File: config.mk
export PLATFORM = sky130hd
export DESIGN_NAME = avg_window_ctrl_flat
export DESIGN_NICKNAME = d
export VERILOG_FILES = /design/src/rtl/avg_window_if.sv /design/src/rtl/avg_window_ctrl.sv /design/src/flat_wrapper.sv
export SDC_FILE = /design/constraint.sdc
export NUM_CORES = 1
export LEC_CHECK = 0
export ABC_CLOCK_PERIOD_IN_PS = 15600
export BUFFER_PORTS_ARGS = -buffer_cell sky130_fd_sc_hd__buf_2
export CAP_MARGIN = 20
export CORE_AREA = 2 2 114 116
export DETAILED_ROUTE_END_ITERATION = 6
export DIE_AREA = 0 0 116 118
export PLACE_DENSITY = 0.83
export SETUP_SLACK_MARGIN = 0.1
export SLEW_MARGIN = 20
export SYNTH_ARGS = -nofsm -noshare
export SYNTH_HDL_FRONTEND = slang
export SYNTH_SLANG_ARGS = --single-unit
File: constraint.sdc
create_clock -name clk -period 15.6 [get_ports clk]
set_input_delay 2.34 -clock clk [delete_from_list [all_inputs] [get_ports clk]]
set_output_delay 2.34 -clock clk [all_outputs]
set_load 0.01 [all_outputs]
File: src/rtl/avg_window_if.sv
// rtl/avg_window_if.sv - sample-in / average-out handshake and decade counter strobes
interface avg_window_if #(
    parameter int DATA_W = 8
);
    logic              start;
    logic [2:0]        win_sel;
    logic              in_valid;
    logic [DATA_W-1:0] in_data;
    logic              in_ready;
    logic              out_valid;
    logic [DATA_W-1:0] out_data;
    logic              out_ready;
    logic              busy;
    logic              cnt_tick;
    logic              cnt_clr;

    modport master (
        output start, win_sel, in_valid, in_data, out_ready,
        input  in_ready, out_valid, out_data, busy, cnt_tick, cnt_clr
    );

    modport slave (
        input  start, win_sel, in_valid, in_data, out_ready,
        output in_ready, out_valid, out_data, busy, cnt_tick, cnt_clr
    );
endinterface

File: src/rtl/avg_window_ctrl.sv
// rtl/avg_window_ctrl.sv - 10^k-sample window averager with shared serial divide-by-10
// Optional AVG_ROUND_EN: bias sum by half a window before dividing (round half-up).
module avg_window_ctrl #(
    parameter int DATA_W  = 8,
    parameter int MAX_EXP = 4
) (
    input  logic         clk,
    input  logic         rst,
    avg_window_if.slave  bus
);
    localparam int SUM_W = DATA_W + 14;
    localparam int BIT_W = $clog2(SUM_W);

    typedef enum logic [1:0] {IDLE, ACCUM, DIV, OUT} state_t;

    state_t            state, next_state;
    logic [2:0]        exp_q, sel_exp, pass_q;
    logic [SUM_W-1:0]  sum_q, cnt_q, window, bias, shifted, sample_ext;
    logic [3:0]        rem_q, rem_nxt;
    logic [4:0]        trial;
    logic [BIT_W-1:0]  bit_q;
    logic [DATA_W-1:0] out_q;
    logic              tick_q, clr_q, hs, last, ge, bit_last, pass_last, div_done;

    function automatic logic [SUM_W-1:0] pow10(input logic [2:0] e);
        logic [SUM_W-1:0] p;
        p = SUM_W'(1);
        for (int i = 0; i < 7; i++)
            if (i < int'(e)) p = p * SUM_W'(10);
        return p;
    endfunction

    always_comb begin
        if (bus.win_sel == 3'd0)               sel_exp = 3'd1;
        else if (bus.win_sel > 3'(MAX_EXP))    sel_exp = 3'(MAX_EXP);
        else                                   sel_exp = bus.win_sel;
    end

    assign window     = pow10(exp_q);
`ifdef AVG_ROUND_EN
    assign bias       = window >> 1;
`else
    assign bias       = '0;
`endif
    assign sample_ext = SUM_W'(bus.in_data);
    assign hs         = (state == ACCUM) && bus.in_valid;
    assign last       = hs && ((cnt_q + SUM_W'(1)) == window);

    // One restoring step: bring down the dividend MSB, subtract 10 if it fits.
    assign trial      = {rem_q, sum_q[SUM_W-1]};
    assign ge         = trial >= 5'd10;
    assign rem_nxt    = ge ? 4'(trial - 5'd10) : trial[3:0];
    assign shifted    = {sum_q[SUM_W-2:0], ge};
    assign bit_last   = bit_q == BIT_W'(SUM_W - 1);
    assign pass_last  = pass_q == 3'd1;
    assign div_done   = (state == DIV) && bit_last && pass_last;

    always_ff @(posedge clk or posedge rst) begin
        if (rst) state <= IDLE;
        else     state <= next_state;
    end

    always_comb begin
        next_state = state;
        case (state)
            IDLE:    if (bus.start)     next_state = ACCUM;
            ACCUM:   if (last)          next_state = DIV;
            DIV:     if (div_done)      next_state = OUT;
            OUT:     if (bus.out_ready) next_state = IDLE;
            default:                    next_state = IDLE;
        endcase
    end

    always_ff @(posedge clk or posedge rst) begin
        if (rst) begin
            exp_q  <= '0;
            sum_q  <= '0;
            cnt_q  <= '0;
            rem_q  <= '0;
            bit_q  <= '0;
            pass_q <= '0;
            out_q  <= '0;
            tick_q <= 1'b0;
            clr_q  <= 1'b0;
        end else begin
            tick_q <= hs;
            clr_q  <= (state == IDLE) && bus.start;
            case (state)
                IDLE: begin
                    if (bus.start) begin
                        exp_q <= sel_exp;
                        sum_q <= '0;
                        cnt_q <= '0;
                    end
                end
                ACCUM: begin
                    if (hs) begin
                        cnt_q <= cnt_q + SUM_W'(1);
                        if (last) begin
                            sum_q  <= sum_q + sample_ext + bias;
                            rem_q  <= '0;
                            bit_q  <= '0;
                            pass_q <= exp_q;
                        end else begin
                            sum_q  <= sum_q + sample_ext;
                        end
                    end
                end
                DIV: begin
                    // Quotient bits shift in from the LSB, so sum_q ends each pass as the quotient.
                    sum_q <= shifted;
                    if (bit_last) begin
                        rem_q  <= '0;
                        bit_q  <= '0;
                        pass_q <= pass_q - 3'd1;
                        if (pass_last) out_q <= shifted[DATA_W-1:0];
                    end else begin
                        rem_q  <= rem_nxt;
                        bit_q  <= bit_q + BIT_W'(1);
                    end
                end
                default: ;
            endcase
        end
    end

    assign bus.in_ready  = (state == ACCUM);
    assign bus.busy      = (state != IDLE);
    assign bus.out_valid = (state == OUT);
    assign bus.out_data  = out_q;
    assign bus.cnt_tick  = tick_q;
    assign bus.cnt_clr   = clr_q;
endmodule
File: src/flat_wrapper.sv
// flat-port wrapper written by rule: the top's interface ports become plain ports
module avg_window_ctrl_flat 
#(
    parameter int DATA_W  = 8,
    parameter int MAX_EXP = 4
)
  (clk, rst, bus_start, bus_win_sel, bus_in_valid, bus_in_data, bus_out_ready, bus_in_ready, bus_out_valid, bus_out_data, bus_busy, bus_cnt_tick, bus_cnt_clr);
  avg_window_if #(.DATA_W(DATA_W)) bus_i ();
  input  logic clk;
  input  logic rst;
  input wire logic [$bits(bus_i.start)-1:0] bus_start;
  input wire logic [$bits(bus_i.win_sel)-1:0] bus_win_sel;
  input wire logic [$bits(bus_i.in_valid)-1:0] bus_in_valid;
  input wire logic [$bits(bus_i.in_data)-1:0] bus_in_data;
  input wire logic [$bits(bus_i.out_ready)-1:0] bus_out_ready;
  output wire logic [$bits(bus_i.in_ready)-1:0] bus_in_ready;
  output wire logic [$bits(bus_i.out_valid)-1:0] bus_out_valid;
  output wire logic [$bits(bus_i.out_data)-1:0] bus_out_data;
  output wire logic [$bits(bus_i.busy)-1:0] bus_busy;
  output wire logic [$bits(bus_i.cnt_tick)-1:0] bus_cnt_tick;
  output wire logic [$bits(bus_i.cnt_clr)-1:0] bus_cnt_clr;
  assign bus_i.start = bus_start;
  assign bus_i.win_sel = bus_win_sel;
  assign bus_i.in_valid = bus_in_valid;
  assign bus_i.in_data = bus_in_data;
  assign bus_i.out_ready = bus_out_ready;
  assign bus_in_ready = bus_i.in_ready;
  assign bus_out_valid = bus_i.out_valid;
  assign bus_out_data = bus_i.out_data;
  assign bus_busy = bus_i.busy;
  assign bus_cnt_tick = bus_i.cnt_tick;
  assign bus_cnt_clr = bus_i.cnt_clr;
  avg_window_ctrl #(.DATA_W(DATA_W), .MAX_EXP(MAX_EXP)) u_core (.clk(clk), .rst(rst), .bus(bus_i));
endmodule
Yosys cells after proc, flatten, opt, wreduce, memory -nomap -nowiden. Index checks and enable logic that the tools add are counted.

Add/subtract/negate cells: 5. Multiply operators: 6. Divide/modulo/power cells: 0. $lt $le $gt $ge: 9. Equal/unequal tests: 12. Shift operators: 0. Multiplexer cells: 32. Bitwise operators: 0. Reduce and logical (&&, ||, !) cells: 18.

Operator list (number): $mux 22 (9); $mul 22x3->21 const B (5); $pmux 22 s3 (1); $pmux 22 s2 (1); $add 22x1->22 const B (1); $add 22x8->22 (1); $eq 22x22->1 (1); $mux 4 (5); $mux 3 (5); $mux 5 (3); $reduce_and 3->1 (4); $pmux 5 s2 (1); $lt 3x3->1 const A (3); $mux 2 (4); $ne 2x1->1 const B (4); $pmux 2 s4 (1); $pmux 4 s2 (1); $reduce_and 4->1 (2); $mul 4x3->7 const B (1); $lt 1x3->1 const A (2); $lt 2x3->1 const A (2); $pmux 3 s2 (1); $reduce_bool 2->1 (3); $add 5x1->5 const B (1); other kinds (14) (20).

Bits in registers: 71. Latch bits: 0. RAM bits: 0. Memory bits (read-only): 0. Bits of input ports: 16. Logic and storage cells: 92. Memories: 0.

Logic depth before layout (Yosys ltp).
Word-level depth: 19. Mapped depth: 42. Depth with buffers taken out: 37.

Worst setup path before layout. No wires, ideal clock.

Path kind: register to register. Start point: register u_core.exp_q[1]. End point: register u_core.state[1]. Setup time: 0.128 ns. Arrival time: 8.707 ns. Data required time: 15.472 ns. Path slack: 6.765 ns. Cell stages (with the launch flop): 38. Period minus slack after synthesis: 8.835 ns. Path through: dfrtp_1 > buf_2 > clkbuf_1 > clkbuf_1 > a21oi_1 > clkbuf_1 > inv_1 > ha_1 > ha_1 > a211oi_1 > a22oi_1 > or2_2 > and2_1 > nor3_1 > ha_1 > ha_1 > a21o_1 > o2bb2ai_1 > [2 not listed] > nand2_1 > ha_1 > ha_1 > or3_1 > o211ai_1 > xor2_1 > o21ai_0 > and2_1 > ha_1 > o21ai_0 > o32ai_1 > a2111oi_2 > o2111ai_1 > nor4_1 > o211ai_1 > a2111o_1 > a221oi_2 > mux2_1.

Cells in the longest elaborated chain, start to end: 18.

RTL lines: start: declaration (RTL line avg_window_ctrl.sv:17) `logic [2:0] exp_q, sel_exp, pass_q;`; start signal: assignment (RTL line avg_window_ctrl.sv:91) `exp_q <= sel_exp;`; $lt 1x3->1 (RTL line avg_window_ctrl.sv:29) `if (i < int'(e)) p = p * SUM_W'(10);`; $mux 4 (RTL line avg_window_ctrl.sv:29); $mul 4x3->7 (RTL line avg_window_ctrl.sv:29); $mux 22 (RTL line avg_window_ctrl.sv:29); $mul 22x3->21 (RTL line avg_window_ctrl.sv:29); $mux 22 (RTL line avg_window_ctrl.sv:29); $mul 22x3->21 (RTL line avg_window_ctrl.sv:29); $mux 22 (RTL line avg_window_ctrl.sv:29); [2 not listed]; $mul 22x3->21 (RTL line avg_window_ctrl.sv:29); $mux 22 (RTL line avg_window_ctrl.sv:29); $mul 22x3->21 (RTL line avg_window_ctrl.sv:29); $mux 22 (*) (RTL line avg_window_ctrl.sv:29); $eq 22x22->1 (*) (RTL line avg_window_ctrl.sv:47) `assign last = hs && ((cnt_q + SUM_W'(1)) == window);`; $logic_and 1x1->1 (*) (RTL line avg_window_ctrl.sv:47); $ne 2x1->1 (no line) (*); $reduce_and 4->1 (no line) (*); end signal: assignment (RTL line avg_window_ctrl.sv:60) `else state <= next_state;`; end: declaration (RTL line avg_window_ctrl.sv:16) `state_t state, next_state;`.

Mark *: on every way between the ends. The rest lies on a longest branch, timed or not. A chain may end at the register's enable or synchronous reset.

Worst setup path after layout. Same ends and word-level chain as after synthesis.

==> summary.txt <==
Run status
  – Status: finished clean

Route
  – Wire per inst: ~17 um
  – Number of remaining DRC errors: 0
  – Via Count: between 7,000 and 8,000
  – Vias per cell: about 6.5
  – Post-Route WL: 20.1 mm
  – Router iterations before antenna repair: 5
  – First DRT Iteration DRCs: 642
  – Antenna Nets Post-Route: 0

Yosys
  – Post-synth EDFFs: 0
  – Ys Warns: 0
  – #FFs+latches synth: 71
  – Syn_area_per_cell: between 7 and 8 um2
  – Top post-synthesis cells by area: dfrtp_1 22%, ha_1 17%, o21ai_0 5.7%, nand2_1 4.2%, nor2_1 3.6%
  – Mapped Cells: 992
  – Main flop type after synthesis: dfrtp_1
  – Mapped cell area: 0.00792 mm2
  – Seq/Total Area, Yosys: approximately 22%
  – Asr flop ratio synth: 100%
  – Top-area cell type share of the netlist area: around 22%
  – Yosys top cell by area: dfrtp_1
  – Post-synth cell types: 82

Pwr
  – Pwr per Cell Area: around 210 mW/mm2
  – P_leak: roughly 4 nW
  – VDD IR max: 0.136 mV

Critical path
  – Crit-path slowest cell: a21oi_1
  – Worst R2R Setup Slack: 5.66 ns
  – Critical R2R Launch: u_core.exp_q[1]
  – RR Endpoint: u_core.state[1]
  – Crit path kind: register to register
  – Slowest stage delay, CP: approximately 0.74 ns
  – Worst-path fanout max: 27
  – Reg2reg path depth: 33
  – Arrival time at the worst endpoint: 10.17 ns
  – WP data required: approximately 16 ns
  – Worst Setup Start Kind: register
  – Crit end category: register
  – Top cell by count, worst path: ha_1

Timing
  – Final Setup Violations: 0
  – Setup TNS: 0 ns
  – Minimum clock period: 9.94 ns
  – Slew Viols, Final: 0
  – Worst rel slew slack: 40.4%
  – Slew @ Worst Pin: around 0.9 ns
  – Final hold violations: 0
  – Tcrit/Tclk final: roughly 64%
  – RSZ-0062 raised after global routing: no
  – Fmax: about 100 MHz
  – Hold slack: between 0.5 and 0.6 ns
  – Clock Skew: a little over 0.009 ns

Global route
  – First-pass GRT wire length: approximately 34 mm
  – Grt ovf: 0
  – Initial antenna violation count: 0
  – Largest net degree at the start of global routing: 43
  – Total GRT Usage: between 30% and 40%
  – Vias in the first global route: 7,191

Floorplan
  – Die ar.: roughly 0.014 mm2
  – Die Width: around 120 um
  – CORE AREA: ~0.012 mm2
  – Die Height: about 120 um
  – Site Rows: 41
  – Starting Density: between 60 and 70%
  – IO Count: 29

CTS
  – CTS tree: built
  – Root Buffer: clkbuf_16
  – Cts hold-fix bufs: 0
  – Deepest clock path buffer count: 2
  – Number of H-tree levels: 3
  – Resize count post-CTS: 0
  – Clk_lat worst skew: around 0.35 ns
  – CTS sink count: between 70 and 80
  – Reg clk slew, reported paths: 0.06 ns
  – Total CTS buffers: 9
  – Post-CTS Setup Bufs: 0

Placed design
  – Port bufs: 28
  – Final Wtd Congestion: approximately 0.93
  – Hpwl dp: 14.6 mm
  – Post-DP Area: slightly above 0.008 mm2

Flow run
  – Max Cap Viol: 0

Layout
  – Layout cells sized above 1: 8.28%
  – Fill cells: 1,054
  – Area grow syn2layout: 7.25%
  – Nets@finish: 1,127
  – Diode count: 0
  – Post-route design area: between 0.008 and 0.009 mm2

Worst hold path
  – Hold depth: 1
  – Hold path start: u_core.bus.out_data[4]
  – Min-delay worst type: register to register
  – Hold Path Sink: u_core.bus.out_data[4]
power breakdown:
group	internal, W	total [W]	switching (W)	leakage [nW]
clock network	0.000149	0.000233	0.0000839	0.159
logic	0.000489	0.00128	0.000787	2.92
registers	0.000210	0.000241	0.0000315	0.974
final cells by class:
cell class / count / area (um2) / area share, %
Clock buffer: 12 / 256 / 3.02
Clock inverter: 4 / 76.3 / 0.898
Inverter: 59 / 221 / 2.61
Multi-Input combinational cell: 821 / 5750 / 67.7
Sequential cell: 71 / 1780 / 20.9
Tap cell: 172 / 215 / 2.53
Timing Repair Buffer: 36 / 200 / 2.36
flip-flops by register name, summed over array words and instances, names as in the netlist, 2 cells and up:
| signal | count |
|---|---|
| u_core.rem_q | 4 |
| u_core.sum_q | 22 |
| u_core.exp_q | 3 |
| u_core.state | 2 |
| u_core.bit_q | 5 |
| u_core.bus.out_data | 8 |
| u_core.pass_q | 3 |
| u_core.cnt_q | 22 |
per-stage QoR:
step,total power [W],util [%],cells,setup slack [ns]
global placement,0.00145,65.8,1159,6.09
global route,0.00192,68.4,1175,4.98
detailed placement,0.00148,65.8,1159,5.81
CTS,0.00173,68.4,1175,5.79
floorplan,0.00121,-,996,6.76
finish,0.00175,68.4,1175,5.66
cell usage in the layout (no fill, tap or decap), types with 13 or more instances in the layout:
| master | count |
|---|---|
| ha_1 | 109 |
| o21ai_0 | 90 |
| nand2_1 | 88 |
| nor2_1 | 75 |
| dfrtp_1 | 71 |
| inv_1 | 56 |
| a21oi_1 | 46 |
| nand3_1 | 44 |
| nor3_1 | 32 |
| buf_2 | 28 |
| xnor2_1 | 26 |
| o31ai_1 | 19 |
| and3_1 | 16 |
| a31oi_1 | 15 |
| xor2_1 | 13 |
| and2_1 | 13 |
| nand4_1 | 13 |
| a21o_1 | 13 |
| mux2_2 | 13 |
kinds of logic after synthesis:
kind of cell             share of synthesized area [%]
flip-flops                                        22.4
XOR/XNOR                                          4.31
other                                           0.0948
adder cells (fa/ha/maj)                           18.2
multiplexers                                      3.25
AO/OA/AOI/OAI                                     24.7
buffers and inverters                             5.18
AND/OR/NAND/NOR                                   21.8
layer usage:
layer	up-vias	wire, um	global-route usage [%]	share of wire [%]
met2	271	9540	50.2	48
met5	-	0	0	0
met4	0	496	10.2	2.5
met1	3598	8830	40.8	44
met3	42	1210	4.12	6.0
li1	3698	-	-	-
worst max-delay path by stage:
stage	start	slack, ns	to
global placement	u_core.exp_q[1]	6.09	u_core.state[1]
CTS	u_core.exp_q[1]	5.79	u_core.state[1]
finish	u_core.exp_q[1]	5.66	u_core.state[1]
detailed placement	u_core.exp_q[1]	5.81	u_core.state[1]
floorplan	u_core.exp_q[1]	6.76	u_core.state[1]
global route	u_core.exp_q[1]	4.98	u_core.state[1]
critical path, delay by kind of cell (launching register included):
family / cells / cell delay [ns]
adders and majority gates: 7 / 2.03
muxes: 1 / 0.35
xor gates and xnor gates: 1 / 0.17
AOI/OAI and AO/OA: 15 / 4.22
and+or+nand+nor: 8 / 2.23
buffers and inverters: 1 / 0.15
DFF: 1 / 0.67
cells in the mapped netlist (13+ instances only):
cell type / number
dfrtp_1: 71
nand3_1: 44
and3_1: 16
ha_1: 109
a21o_1: 13
and2_1: 13
a21oi_1: 46
nand4_1: 13
o21ai_0: 91
o31ai_1: 19
mux2_2: 13
xnor2_1: 26
nand2_1: 88
xor2_1: 13
clkbuf_1: 32
nor2_1: 75
nor3_1: 32
a31oi_1: 15
inv_1: 57
Power figures use the tool's default switching activity.
